===== src/rtl/corr_mac_seq_pkg.sv =====
// Shared constants, FSM encodings and the term-count helper for the
// sequential MAC correlator.
package corr_pkg;

  localparam int DEPTH_LOG2 = 3;
  localparam int HALF_W     = 3;
  localparam int ACC_W      = 9;

  localparam logic [1:0] ST_IDLE = 2'd0;
  localparam logic [1:0] ST_ACC  = 2'd1;
  localparam logic [1:0] ST_FIN  = 2'd2;

  // Number of products to accumulate, N = 2**len_sel.
  function automatic logic [DEPTH_LOG2:0] term_count(input logic [1:0] len_sel);
    term_count = {{DEPTH_LOG2{1'b0}}, 1'b1} << len_sel;
  endfunction

  // Index of the final term; N = 2**DEPTH_LOG2 wraps to all ones.
  function automatic logic [DEPTH_LOG2-1:0] last_index(input logic [1:0] len_sel);
    logic [DEPTH_LOG2:0] n;
    n          = term_count(len_sel);
    last_index = n[DEPTH_LOG2-1:0] - {{(DEPTH_LOG2-1){1'b0}}, 1'b1};
  endfunction

endpackage


===== src/rtl/corr_mac_seq_if.sv =====
// Write/control/result bundle between the correlator and its driver.
interface corr_mac_seq_if import corr_pkg::*; ();

  logic                    wr_en;
  logic [DEPTH_LOG2-1:0]   wr_addr;
  logic [2*HALF_W-1:0]     wr_data;
  logic [1:0]              len_sel;
  logic                    start;
  logic                    busy;
  logic                    done;
  logic [ACC_W-1:0]        result;
  logic                    wr_err;

  modport master (
    output wr_en, wr_addr, wr_data, len_sel, start,
    input  busy, done, result, wr_err
  );

  modport slave (
    input  wr_en, wr_addr, wr_data, len_sel, start,
    output busy, done, result, wr_err
  );

endinterface


===== src/rtl/corr_mac_seq_sample_buf.sv =====
// Operand-pair register file: synchronous write and clear, asynchronous read.
module corr_sample_buf import corr_pkg::*; #(
  parameter int ADDR_W = DEPTH_LOG2,
  parameter int DATA_W = 2*HALF_W
) (
  input  logic              clk,
  input  logic              clr_n,
  input  logic              wr_en,
  input  logic [ADDR_W-1:0] wr_addr,
  input  logic [DATA_W-1:0] wr_data,
  input  logic [ADDR_W-1:0] rd_addr,
  output logic [DATA_W-1:0] rd_data
);

  logic [DATA_W-1:0] mem [2**ADDR_W];

  // Storage update: clear all entries, else write one entry.
  always_ff @(posedge clk) begin
    if (!clr_n) begin
      for (int i = 0; i < 2**ADDR_W; i++) begin
        mem[i] <= {DATA_W{1'b0}};
      end
    end else if (wr_en) begin
      mem[wr_addr] <= wr_data;
    end else begin
      mem[wr_addr] <= mem[wr_addr];
    end
  end

  assign rd_data = mem[rd_addr];

endmodule


===== src/rtl/corr_mac_seq.sv =====
// Sequential multiply-accumulate correlator: sums N = 2**len_sel operand
// products from the sample buffer, one per cycle, into a full-width result.
module corr_mac_seq import corr_pkg::*; (
  input  logic           clk,
  input  logic           rst_n,
  corr_mac_seq_if.slave  bus
);

  logic [1:0]            state;
  logic [DEPTH_LOG2-1:0] idx;
  logic [DEPTH_LOG2-1:0] last_idx;
  logic [ACC_W-1:0]      acc;
  logic [ACC_W-1:0]      result_hold;
  logic                  run_busy;
  logic                  done_pulse;
  logic                  err_pulse;

  logic [2*HALF_W-1:0]   rd_data;
  logic [HALF_W-1:0]     op_a;
  logic [HALF_W-1:0]     op_b;
  logic [ACC_W-1:0]      prod;
  logic [ACC_W-1:0]      sum;
  logic                  buf_we;

  corr_sample_buf #(
    .ADDR_W (DEPTH_LOG2),
    .DATA_W (2*HALF_W)
  ) u_buf (
    .clk     (clk),
    .clr_n   (rst_n),
    .wr_en   (buf_we),
    .wr_addr (bus.wr_addr),
    .wr_data (bus.wr_data),
    .rd_addr (idx),
    .rd_data (rd_data)
  );

  // Product of the current entry and the running sum including it.
  always_comb begin
    op_a   = rd_data[HALF_W-1:0];
    op_b   = rd_data[2*HALF_W-1:HALF_W];
    prod   = ACC_W'(op_a) * ACC_W'(op_b);
    sum    = acc + prod;
    // Operands are frozen while a run is in progress.
    buf_we = bus.wr_en && (state != ST_ACC);
  end

  // Run control, accumulation and registered status outputs.
  always_ff @(posedge clk) begin
    if (!rst_n) begin
      state       <= ST_IDLE;
      idx         <= {DEPTH_LOG2{1'b0}};
      last_idx    <= {DEPTH_LOG2{1'b0}};
      acc         <= {ACC_W{1'b0}};
      result_hold <= {ACC_W{1'b0}};
      run_busy    <= 1'b0;
      done_pulse  <= 1'b0;
      err_pulse   <= 1'b0;
    end else begin
      done_pulse <= 1'b0;
      err_pulse  <= bus.wr_en && (state == ST_ACC);
      case (state)
        ST_IDLE: begin
          if (bus.start) begin
            last_idx <= last_index(bus.len_sel);
            idx      <= {DEPTH_LOG2{1'b0}};
            acc      <= {ACC_W{1'b0}};
            run_busy <= 1'b1;
            state    <= ST_ACC;
          end else begin
            state <= ST_IDLE;
          end
        end
        ST_ACC: begin
          acc <= sum;
          idx <= idx + {{(DEPTH_LOG2-1){1'b0}}, 1'b1};
          if (idx == last_idx) begin
            result_hold <= sum;
            run_busy    <= 1'b0;
            done_pulse  <= 1'b1;
            state       <= ST_FIN;
          end else begin
            state <= ST_ACC;
          end
        end
        ST_FIN: begin
          state <= ST_IDLE;
        end
        default: begin
          run_busy <= 1'b0;
          state    <= ST_IDLE;
        end
      endcase
    end
  end

  assign bus.busy   = run_busy;
  assign bus.done   = done_pulse;
  assign bus.result = result_hold;
  assign bus.wr_err = err_pulse;

endmodule


===== src/flat_wrapper.sv =====
// flat-port wrapper written by rule: the top's interface ports become plain ports
module corr_mac_seq_flat import corr_pkg::*;
  (clk, rst_n, bus_wr_en, bus_wr_addr, bus_wr_data, bus_len_sel, bus_start, bus_busy, bus_done, bus_result, bus_wr_err);
  corr_mac_seq_if bus_i ();
  input  logic clk;
  input  logic rst_n;
  input wire logic [$bits(bus_i.wr_en)-1:0] bus_wr_en;
  input wire logic [$bits(bus_i.wr_addr)-1:0] bus_wr_addr;
  input wire logic [$bits(bus_i.wr_data)-1:0] bus_wr_data;
  input wire logic [$bits(bus_i.len_sel)-1:0] bus_len_sel;
  input wire logic [$bits(bus_i.start)-1:0] bus_start;
  output wire logic [$bits(bus_i.busy)-1:0] bus_busy;
  output wire logic [$bits(bus_i.done)-1:0] bus_done;
  output wire logic [$bits(bus_i.result)-1:0] bus_result;
  output wire logic [$bits(bus_i.wr_err)-1:0] bus_wr_err;
  assign bus_i.wr_en = bus_wr_en;
  assign bus_i.wr_addr = bus_wr_addr;
  assign bus_i.wr_data = bus_wr_data;
  assign bus_i.len_sel = bus_len_sel;
  assign bus_i.start = bus_start;
  assign bus_busy = bus_i.busy;
  assign bus_done = bus_i.done;
  assign bus_result = bus_i.result;
  assign bus_wr_err = bus_i.wr_err;
  corr_mac_seq u_core (.clk(clk), .rst_n(rst_n), .bus(bus_i));
endmodule

===== config.mk =====
export PLATFORM = sky130hd
export DESIGN_NAME = corr_mac_seq_flat
export DESIGN_NICKNAME = d
export VERILOG_FILES = /design/src/rtl/corr_mac_seq_pkg.sv /design/src/rtl/corr_mac_seq_if.sv /design/src/rtl/corr_mac_seq_sample_buf.sv /design/src/rtl/corr_mac_seq.sv /design/src/flat_wrapper.sv
export SDC_FILE = /design/constraint.sdc
export NUM_CORES = 1
export LEC_CHECK = 0
export CAP_MARGIN = 20
export CORE_UTILIZATION = 53
export DETAILED_ROUTE_END_ITERATION = 6
export PLACE_DENSITY = 0.76
export SLEW_MARGIN = 10
export SYNTH_ARGS = -nofsm -noshare
export SYNTH_HDL_FRONTEND = slang
export SYNTH_SLANG_ARGS = --single-unit

===== constraint.sdc =====
create_clock -name clk -period 4.1 [get_ports clk]
set_clock_uncertainty 0.2 [all_clocks]
set_input_delay 0.82 -clock clk [delete_from_list [all_inputs] [get_ports clk]]
set_output_delay 0.82 -clock clk [all_outputs]
set_load 0.02 [all_outputs]

==> results of run 1 <==
[power breakdown]
group	internal, W	switching (W)
combinational	0.000107	0.000119
sequential	0.000886	0.0000212
clock	0.000406	0.000287
[placed cells by master, fill, tap and decap left out, types with 12 or more instances in the layout]
cell / count
and2_1: 49
o21ai_0: 12
buf_4: 17
nor2_1: 35
clkdlybuf4s50_1: 26
mux4_2: 12
dfxtp_1: 30
nand2_1: 12
inv_1: 13
edfxtp_1: 48
[area by class of cell]
type | count | share of cell area (%)
sequential | 80 | 45.4
inverter | 15 | 1.23
clock inverter | 5 | 2.26
timing repair buffer | 45 | 9.43
multi-input combinational | 209 | 36.2
tap | 96 | 2.62
clock buffer | 11 | 2.86
[worst reg2reg max path: stages, from the launching register on]
cell and delay [ns]:
dfxtp_4 0.38, buf_12 0.13, mux4_2 0.53, mux2_4 0.30
inv_2 0.06, or2_4 0.11, fa_1 0.38, inv_1 0.08
fa_2 0.48, ha_4 0.30, a211oi_2 0.06, o31ai_2 0.33
nand3_1 0.15, or3_1 0.40, a31oi_1 0.17
[routing by layer]
layer  vias to the layer above  part of all wire, %
met2                        49                   49
met1                      1162                   45
met3                        15                  2.7
li1                       1198                    -
met4                         0                  3.2
met5                         -                    0
[metrics by stage]
| stage | TNS (ns) | hold WS [ns] | cells | power [W] |
|---|---|---|---|---|
| detailed placement | -0.143 | 0.262 | 441 | 0.00114 |
| global placement | 0 | 0.258 | 441 | 0.00113 |
| CTS | 0 | 0.278 | 457 | 0.00182 |
| global route | -0.480 | 0.290 | 461 | 0.00189 |
| finish | -0.0198 | 0.276 | 461 | 0.00183 |
| floorplan | 0 | 0.244 | 316 | 0.00106 |
[what timing repair did]
item,CTS,global route
cloned,0,1
setup endpoints to repair,5,7
hold buffers,0,0
buffers inserted,0,3
pin swaps,1,8
gates resized for setup,1,13
[cells by family (layout without fill, tap and decap cells)]
kind of cell / count (synthesis) / after routing
XOR/XNOR: 9 / 9
AND/OR/NAND/NOR: 123 / 123
flip-flops: 80 / 80
AO/OA/AOI/OAI: 38 / 38
adder cells (fa/ha/maj): 15 / 15
buffers and inverters: 27 / 76
multiplexers: 24 / 24
[registers in the layout (all words and copies together), names as in the netlist, named ones only]
name and count:
u_core.u_buf.mem 48, u_core.acc 9, u_core.bus.result 9, u_core.idx 3
u_core.last_idx 3, u_core.state 2, u_core.bus.busy 1, u_core.bus.done 1
u_core.bus.wr_err 1
[worst max path at each step]
stage | cells past startpoint | slack [ns] | from | end
after floorplan | 14 | 0.06 | register | u_core.acc[8]
after global placement | 13 | 0.01 | register | u_core.acc[6]
after detailed placement | 13 | -0.07 | register | u_core.acc[8]
after CTS | 14 | 0.005 | register | u_core.acc[8]
after global routing | 14 | -0.16 | register | u_core.acc[8]
final | 14 | -0.02 | register | u_core.acc[8]
==> qor.csv, run 1 <==
metric,value,unit
status,finished with violations,
violations,negative setup slack,
rsz0062_at_grt,true,
finalCritPeriodShare,100,%
cp_top_family,adder cells,
finalHoldViolCount,0,
areaGrowthSynthToFinish,20.3,%
maxCapViolCount,0,
rows,30,
die-area,0.00755,sq mm
clk_latency,0.36,ns
synthFlopType,edfxtp_1,
final_nets,390,
grt_pass1_wl,11.6,mm
crit_slowest_cell,mux4_2,
hold_path_end,u_core.bus.result[5],
r2r_slack,-0.02,ns
min_from,u_core.bus.result[5],
final_util,66.8,%
first_global_vias,2376,
clk_pin_slew,0.08,ns
placed_area,0.00426,sq mm
synth_warnings,0,
grt-busiest-layer,met2,
synth-simple-area-share,17.7,%
cts-root-buf,clkbuf_8,
io_pins,27,
clock_sinks,80,
synth.distinct_cells,39,
synth-edff-count,48,
worst_pin_slew,0.974,ns
cts_made_buffers,9,
crit_type,register to register,
synth_fp_nets,346,
die_w,86.9,um
arrival,4.20,ns
synth_top_area_cell,edfxtp_1,
required,4.18,ns
fin_area,0.00459,sq mm
max_stage_delay,0.53,ns
end_kind,register,
via_per_inst,5.26,
post-place-ws,-0.0743,ns
cts_tree,built,
antenna_found_initial,0,
layout_setup_ws,-0.0198,ns
path_cells,"buf_12, mux4_2, mux2_4, inv_2, or2_4, fa_1, inv_1, fa_2, ha_4, a211oi_2, o31ai_2, nand3_1, or3_1, a31oi_1",
regArea,0.00209,sq mm
yosys-top-cells-count,"and2_1, edfxtp_1, nor2_1",
synth_top_area_share,37.8,%
synthArstFlopShare,0,%
synthXorXnorAreaFrac,2.06,%
hold_path.class,register to register,
worst-path-buf-inv,3,
fillCellCount,537,
reg2regPathDepth,14,
syn-instance-count,316,
max_freq,243,MHz
grt_overflow,0,
netlist_area,0.00382,sq mm
drive_gt1_share,18.4,%
cellPowerDensity,398,mW/mm^2
initial_core_util,55.6,%
ant_nets,0,
reg2reg_to,u_core.acc[8],
synth.most_common_cell,and2_1,
crit_path_start_kind,register,
yosys_register_bits,80,
clock_path_buffers,2,
die_y,86.9,um
avgSynthCellArea,12.1,sq um
grt_max_degree,21,
whs_path_depth,2,
dp_hpwl,5.15,mm
diodes,0,
slew_violations,0,
synth.area.top_cells,"edfxtp_1, dfxtp_1, and2_1",
cp_max_fo,6,
report.final.setup_viol,1,
core,0.00687,sq mm
grt_usage,21.1,%
htree_levels,3,
ir_worst_vdd,0.000256,V
globalRouteMet3Util,3.98,%
drtIter0Drc,60,
port_buffers,26,
synth_fa_ha_area_share,5.90,%
multi_input_area,0.00166,sq mm
wl_per_cell,15.7,um
p_leak,1.76,nW
slew_headroom,34.9,%
grt_util_met2,35.3,%
first_pass_iters,4,
grtUsageMet1,26.4,%
synth_top_family_by_area,simple AND/OR/NAND/NOR gates,
synth_compound_gate_area_share,6.42,%
gp_congestion,0.786,
drc,0,
vias,2424,
routed_wl,7.26,mm
finalCriticalPeriod,4.12,ns
yosysSeqAreaShare,54.5,%
muxShareOfSynthArea,10.3,%
No activity file was read; power rests on OpenSTA's default activity.
==> run 2, diff against run 1 <==
--- a/config.mk
+++ b/config.mk
@@ -6,9 +6,10 @@
 export NUM_CORES = 1
 export LEC_CHECK = 0
 export CAP_MARGIN = 20
-export CORE_UTILIZATION = 53
+export CORE_UTILIZATION = 58
 export DETAILED_ROUTE_END_ITERATION = 6
-export PLACE_DENSITY = 0.76
+export GPL_ROUTABILITY_DRIVEN = 0
+export PLACE_DENSITY = 0.79
 export SLEW_MARGIN = 10
 export SYNTH_ARGS = -nofsm -noshare
 export SYNTH_HDL_FRONTEND = slang
==> constraint.sdc (replaced) <==
create_clock -name clk -period 4.55 [get_ports clk]
set_clock_uncertainty 0.2 [all_clocks]
set_input_delay 0.91 -clock clk [delete_from_list [all_inputs] [get_ports clk]]
set_output_delay 0.91 -clock clk [all_outputs]
set_load 0.02 [all_outputs]
==> qor.csv, run 2 (synthesis gave the netlist of run 1 again) <==
metric,value,unit
rsz0062_at_grt,false,
die_w,83.1,um
path_cells,"mux4_2, mux2_2, inv_1, or2_2, fa_1, inv_1, fa_1, ha_1, a211oi_1, o31ai_2, nand3_1, or3_1, a31oi_1",
first_global_vias,2266,
finalCritPeriodShare,95.4,%
dr_wl_met3,224,um
finalCriticalPeriod,4.34,ns
final_nets,373,
io_pins,27,
port_buffers,26,
ant_nets,0,
final_cells,424,
clk_pin_slew,0.08,ns
p_leak,1.63,nW
end_kind,register,
cts_tree,built,
htree_levels,3,
finalHoldViolCount,0,
crit_type,register to register,
worst_pin_slew,0.968,ns
crit_slowest_cell,dfxtp_1,
max_freq,230,MHz
slew_headroom,35.3,%
regArea,0.00208,sq mm
drtIter0Drc,101,
wl_per_cell,16.3,um
highest_layer,met4,
cts-root-buf,clkbuf_8,
required,4.62,ns
path_depth,13,
final_cell_mix,"and2_1, edfxtp_1, nor2_1",
dp_hpwl,5.16,mm
report.final.setup_viol,0,
crit_end,u_core.acc[8],
clock_path_buffers,2,
die_y,83.1,um
grt_usage,21.5,%
fillCellCount,468,
final_common_cell,and2_1,
place_inst,409,
arrival,4.41,ns
r2r_slack,0.21,ns
routed_wl,6.93,mm
maxCapViolCount,0,
slew_violations,0,
core,0.00635,sq mm
die-area,0.00691,sq mm
drive_gt1_share,11.8,%
holdBufCountCts,0,
drc,0,
fin_setup_tns,0,ns
reg2reg_to,u_core.acc[8],
cts_resized,0,
cp_top_family,adder cells,
rows,29,
largest_register,u_core.u_buf.mem,
areaGrowthSynthToFinish,12.4,%
ir_worst_vdd,0.000220,V
grt_overflow,0,
hold_path.class,register to register,
grt_pass1_wl,11.2,mm
grt_max_degree,21,
antenna_found_initial,0,
status,finished clean,
cts_made_buffers,9,
reg2regPathDepth,13,
max_stage_delay,0.66,ns
first_pass_iters,4,
initial_core_util,60.1,%
clk_latency,0.35,ns
via_per_inst,5.52,
crit_path_start_kind,register,
cellPowerDensity,337,mW/mm^2
met2_length,3.44,mm
vias,2339,
diodes,0,
cp_max_fo,12,
worst-path-buf-inv,2,
largest_reg_flops,48,
m1WireLength,3.17,mm
postCtsSetupBuffers,0,
clock_sinks,80,
multi_input_area,0.00162,sq mm
[run 2: cell types whose count changed in the layout (fill, tap and decap cells not counted), sizes merged]
cell	previous run	this run
clkinv	1	4
inv	16	15
clkbuf	12	10
clkinvlp	0	1
bufinv	3	0
buf	18	2
[run 2: where the power goes]
group	leakage, nW	switching [W]	internal [W]
sequential	0.758	0.0000173	0.000798
clock	0.0821	0.000255	0.000195
combinational	0.786	0.000101	0.0000787
[run 2: area by class of cell]
class / count / area share (%)
inverter: 15 / 1.31
sequential: 80 / 48.5
clock inverter: 5 / 0.817
clock buffer: 10 / 2.97
multi-input combinational: 209 / 37.7
timing repair buffer: 28 / 6.42
tap: 77 / 2.25
[run 2: per-layer routing]
metal / global-route usage (%) / up-vias
met5: 0 / -
met4: 7.99 / 0
met3: 5.27 / 8
met2: 35.8 / 52
met1: 27.3 / 1114
li1: - / 1165
[run 2: worst min path at each step]
| stage | cells past startpoint | slack [ns] | end | startpoint |
|---|---|---|---|---|
| finish | 2 | 0.27 | u_core.bus.result[4] | u_core.bus.result[4] |
| global route | 2 | 0.28 | u_core.bus.result[5] | u_core.bus.result[5] |
| CTS | 2 | 0.27 | u_core.bus.result[4] | u_core.bus.result[4] |
| detailed placement | 2 | 0.26 | u_core.bus.result[4] | u_core.bus.result[4] |
| global placement | 2 | 0.25 | u_core.bus.result[5] | u_core.bus.result[5] |
| floorplan | 2 | 0.24 | u_core.acc[4] | u_core.acc[4] |
[run 2: per-stage QoR]
stage | hold WS [ns] | util, % | total power [W] | instance area, sq um | worst slack (ns)
6_report | 0.269 | 67.6 | 0.00145 | 4290 | 0.208
5_1_grt | 0.284 | 67.6 | 0.00151 | 4290 | 0.00436
4_1_cts | 0.274 | 67.6 | 0.00146 | 4290 | 0.211
3_5_place_dp | 0.259 | 65.0 | 0.00101 | 4130 | 0.291
3_3_place_gp | 0.251 | 65.0 | 0.00101 | 4130 | 0.421
2_1_floorplan | 0.244 | - | 0.000953 | 3820 | 0.505
[run 2: worst register-to-register path, stage by stage (launching register included)]
cell and delay, ns:
dfxtp_1 0.66, mux4_2 0.30, mux2_2 0.15, inv_1 0.05
or2_2 0.30, fa_1 0.54, inv_1 0.06, fa_1 0.51
ha_1 0.33, a211oi_1 0.08, o31ai_2 0.39, nand3_1 0.19
or3_1 0.34, a31oi_1 0.17
==> run 3, diff against run 2 <==
--- a/config.mk
+++ b/config.mk
@@ -6,10 +6,9 @@
 export NUM_CORES = 1
 export LEC_CHECK = 0
 export CAP_MARGIN = 20
-export CORE_UTILIZATION = 58
+export CORE_UTILIZATION = 35
 export DETAILED_ROUTE_END_ITERATION = 6
 export GPL_ROUTABILITY_DRIVEN = 0
-export PLACE_DENSITY = 0.79
 export SLEW_MARGIN = 10
 export SYNTH_ARGS = -nofsm -noshare
 export SYNTH_HDL_FRONTEND = slang
==> qor.csv, run 3 (synthesis gave the netlist of run 1 again) <==
metric,value,unit
total_power,0.00145,W
worst-path-buf-inv,2,
worst_pin_slew,0.936,ns
core,0.0105,sq mm
initial_core_util,36.5,%
htree_levels,3,
die-area,0.0113,sq mm
rsz0062_at_grt,false,
clk_latency,0.35,ns
final_util,41.7,%
drtIter0Drc,100,
cp_top_family,adder cells,
die_w,106,um
path_depth,13,
largest_register,u_core.u_buf.mem,
wl_per_cell,15.2,um
cp_max_fo,12,
routed_wl,7.33,mm
port_buffers,26,
drive_gt1_share,11.5,%
vias,2349,
die_y,106,um
slew_violations,0,
p_leak,1.62,nW
hold_slack,0.271,ns
final_cell_mix,"and2_1, edfxtp_1, nor2_1",
cellPowerDensity,333,mW/mm^2
reg2regPathDepth,13,
path_cells,"mux4_2, mux2_2, inv_1, or2_2, fa_1, inv_1, fa_1, ha_1, a211oi_1, o31ai_2, nand3_1, or3_1, a31oi_1",
maxCapViolCount,0,
dp_hpwl,5.50,mm
whs_path_depth,2,
grt_usage,14.2,%
ant_nets,0,
crit_slowest_cell,dfxtp_1,
crit_path_start_kind,register,
finalHoldViolCount,0,
max_freq,236,MHz
largest_reg_flops,48,
cts-root-buf,clkbuf_8,
cts_made_buffers,9,
max_stage_delay,0.62,ns
final_nets,373,
crit_type,register to register,
end_kind,register,
first_pass_iters,5,
rows,37,
holdBufCountCts,0,
finalCriticalPeriod,4.23,ns
diodes,0,
status,finished clean,
clock_sinks,80,
required,4.62,ns
report.final.setup_viol,0,
areaGrowthSynthToFinish,14.3,%
fin_setup_tns,0,ns
arrival,4.30,ns
first_global_vias,2329,
drc,0,
grt_max_degree,21,
grt_pass1_wl,12.1,mm
finalCritPeriodShare,93.0,%
postCtsSetupBuffers,0,
cts_resized,0,
final_cells,483,
slew_headroom,37.5,%
io_pins,27,
grt_overflow,0,
clk_pin_slew,0.08,ns
clock_path_buffers,2,
final_common_cell,and2_1,
place_inst,468,
antenna_found_initial,0,
ir_worst_vdd,0.000202,V
hold_path.class,register to register,
cts_tree,built,
via_per_inst,4.86,
[run 3: worst min-delay path: stages (launching register included)]
cell and delay [ns]:
dfxtp_1 0.31, nand2_1 0.05, o22ai_1 0.06
[run 3: area by class of cell]
class / instances / area (sq um)
clock buffer: 10 / 128
clock inverter: 5 / 33.8
fill: 1022 / 6100
inverter: 15 / 56.3
multi-input combinational: 209 / 1620
sequential: 80 / 2080
tap: 136 / 170
timing repair buffer: 28 / 275
[run 3: path summary, 6_finish.rpt]
kind                                           start              endpoint  slack (ns)
worst min-delay path            u_core.bus.result[5]  u_core.bus.result[5]        0.27
worst max register to register              register         u_core.acc[8]        0.32
worst min register to register  u_core.bus.result[5]  u_core.bus.result[5]        0.27
worst max-delay path                        register         u_core.acc[8]        0.32
[run 3: where the power goes]
| part | internal (W) | switching [W] | total [W] |
|---|---|---|---|
| Sequential | 0.000798 | 0.0000188 | 0.000817 |
| Clock | 0.000196 | 0.000258 | 0.000454 |
| Combinational | 0.0000784 | 0.000102 | 0.000181 |
| Total | 0.00107 | 0.000379 | 0.00145 |
[run 3: per-layer routing]
| metal | vias to the layer above | wire, um | part of all wire [%] | GRT usage (%) |
|---|---|---|---|---|
| li1 | 1162 | - | - | - |
| met2 | 69 | 3360 | 46 | 22.8 |
| met5 | - | 0 | 0 | 0 |
| met1 | 1111 | 3510 | 48 | 19.0 |
| met3 | 7 | 393 | 5.4 | 3.37 |
| met4 | 0 | 74 | 1.0 | 4.40 |
[run 3: through the flow]
| step | worst slack (ns) | instance area, sq um |
|---|---|---|
| 4_1_cts | 0.288 | 4360 |
| 3_3_place_gp | 0.416 | 4200 |
| 3_5_place_dp | 0.305 | 4200 |
| 6_report | 0.318 | 4360 |
| 2_1_floorplan | 0.505 | 3820 |
| 5_1_grt | 0.0930 | 4360 |
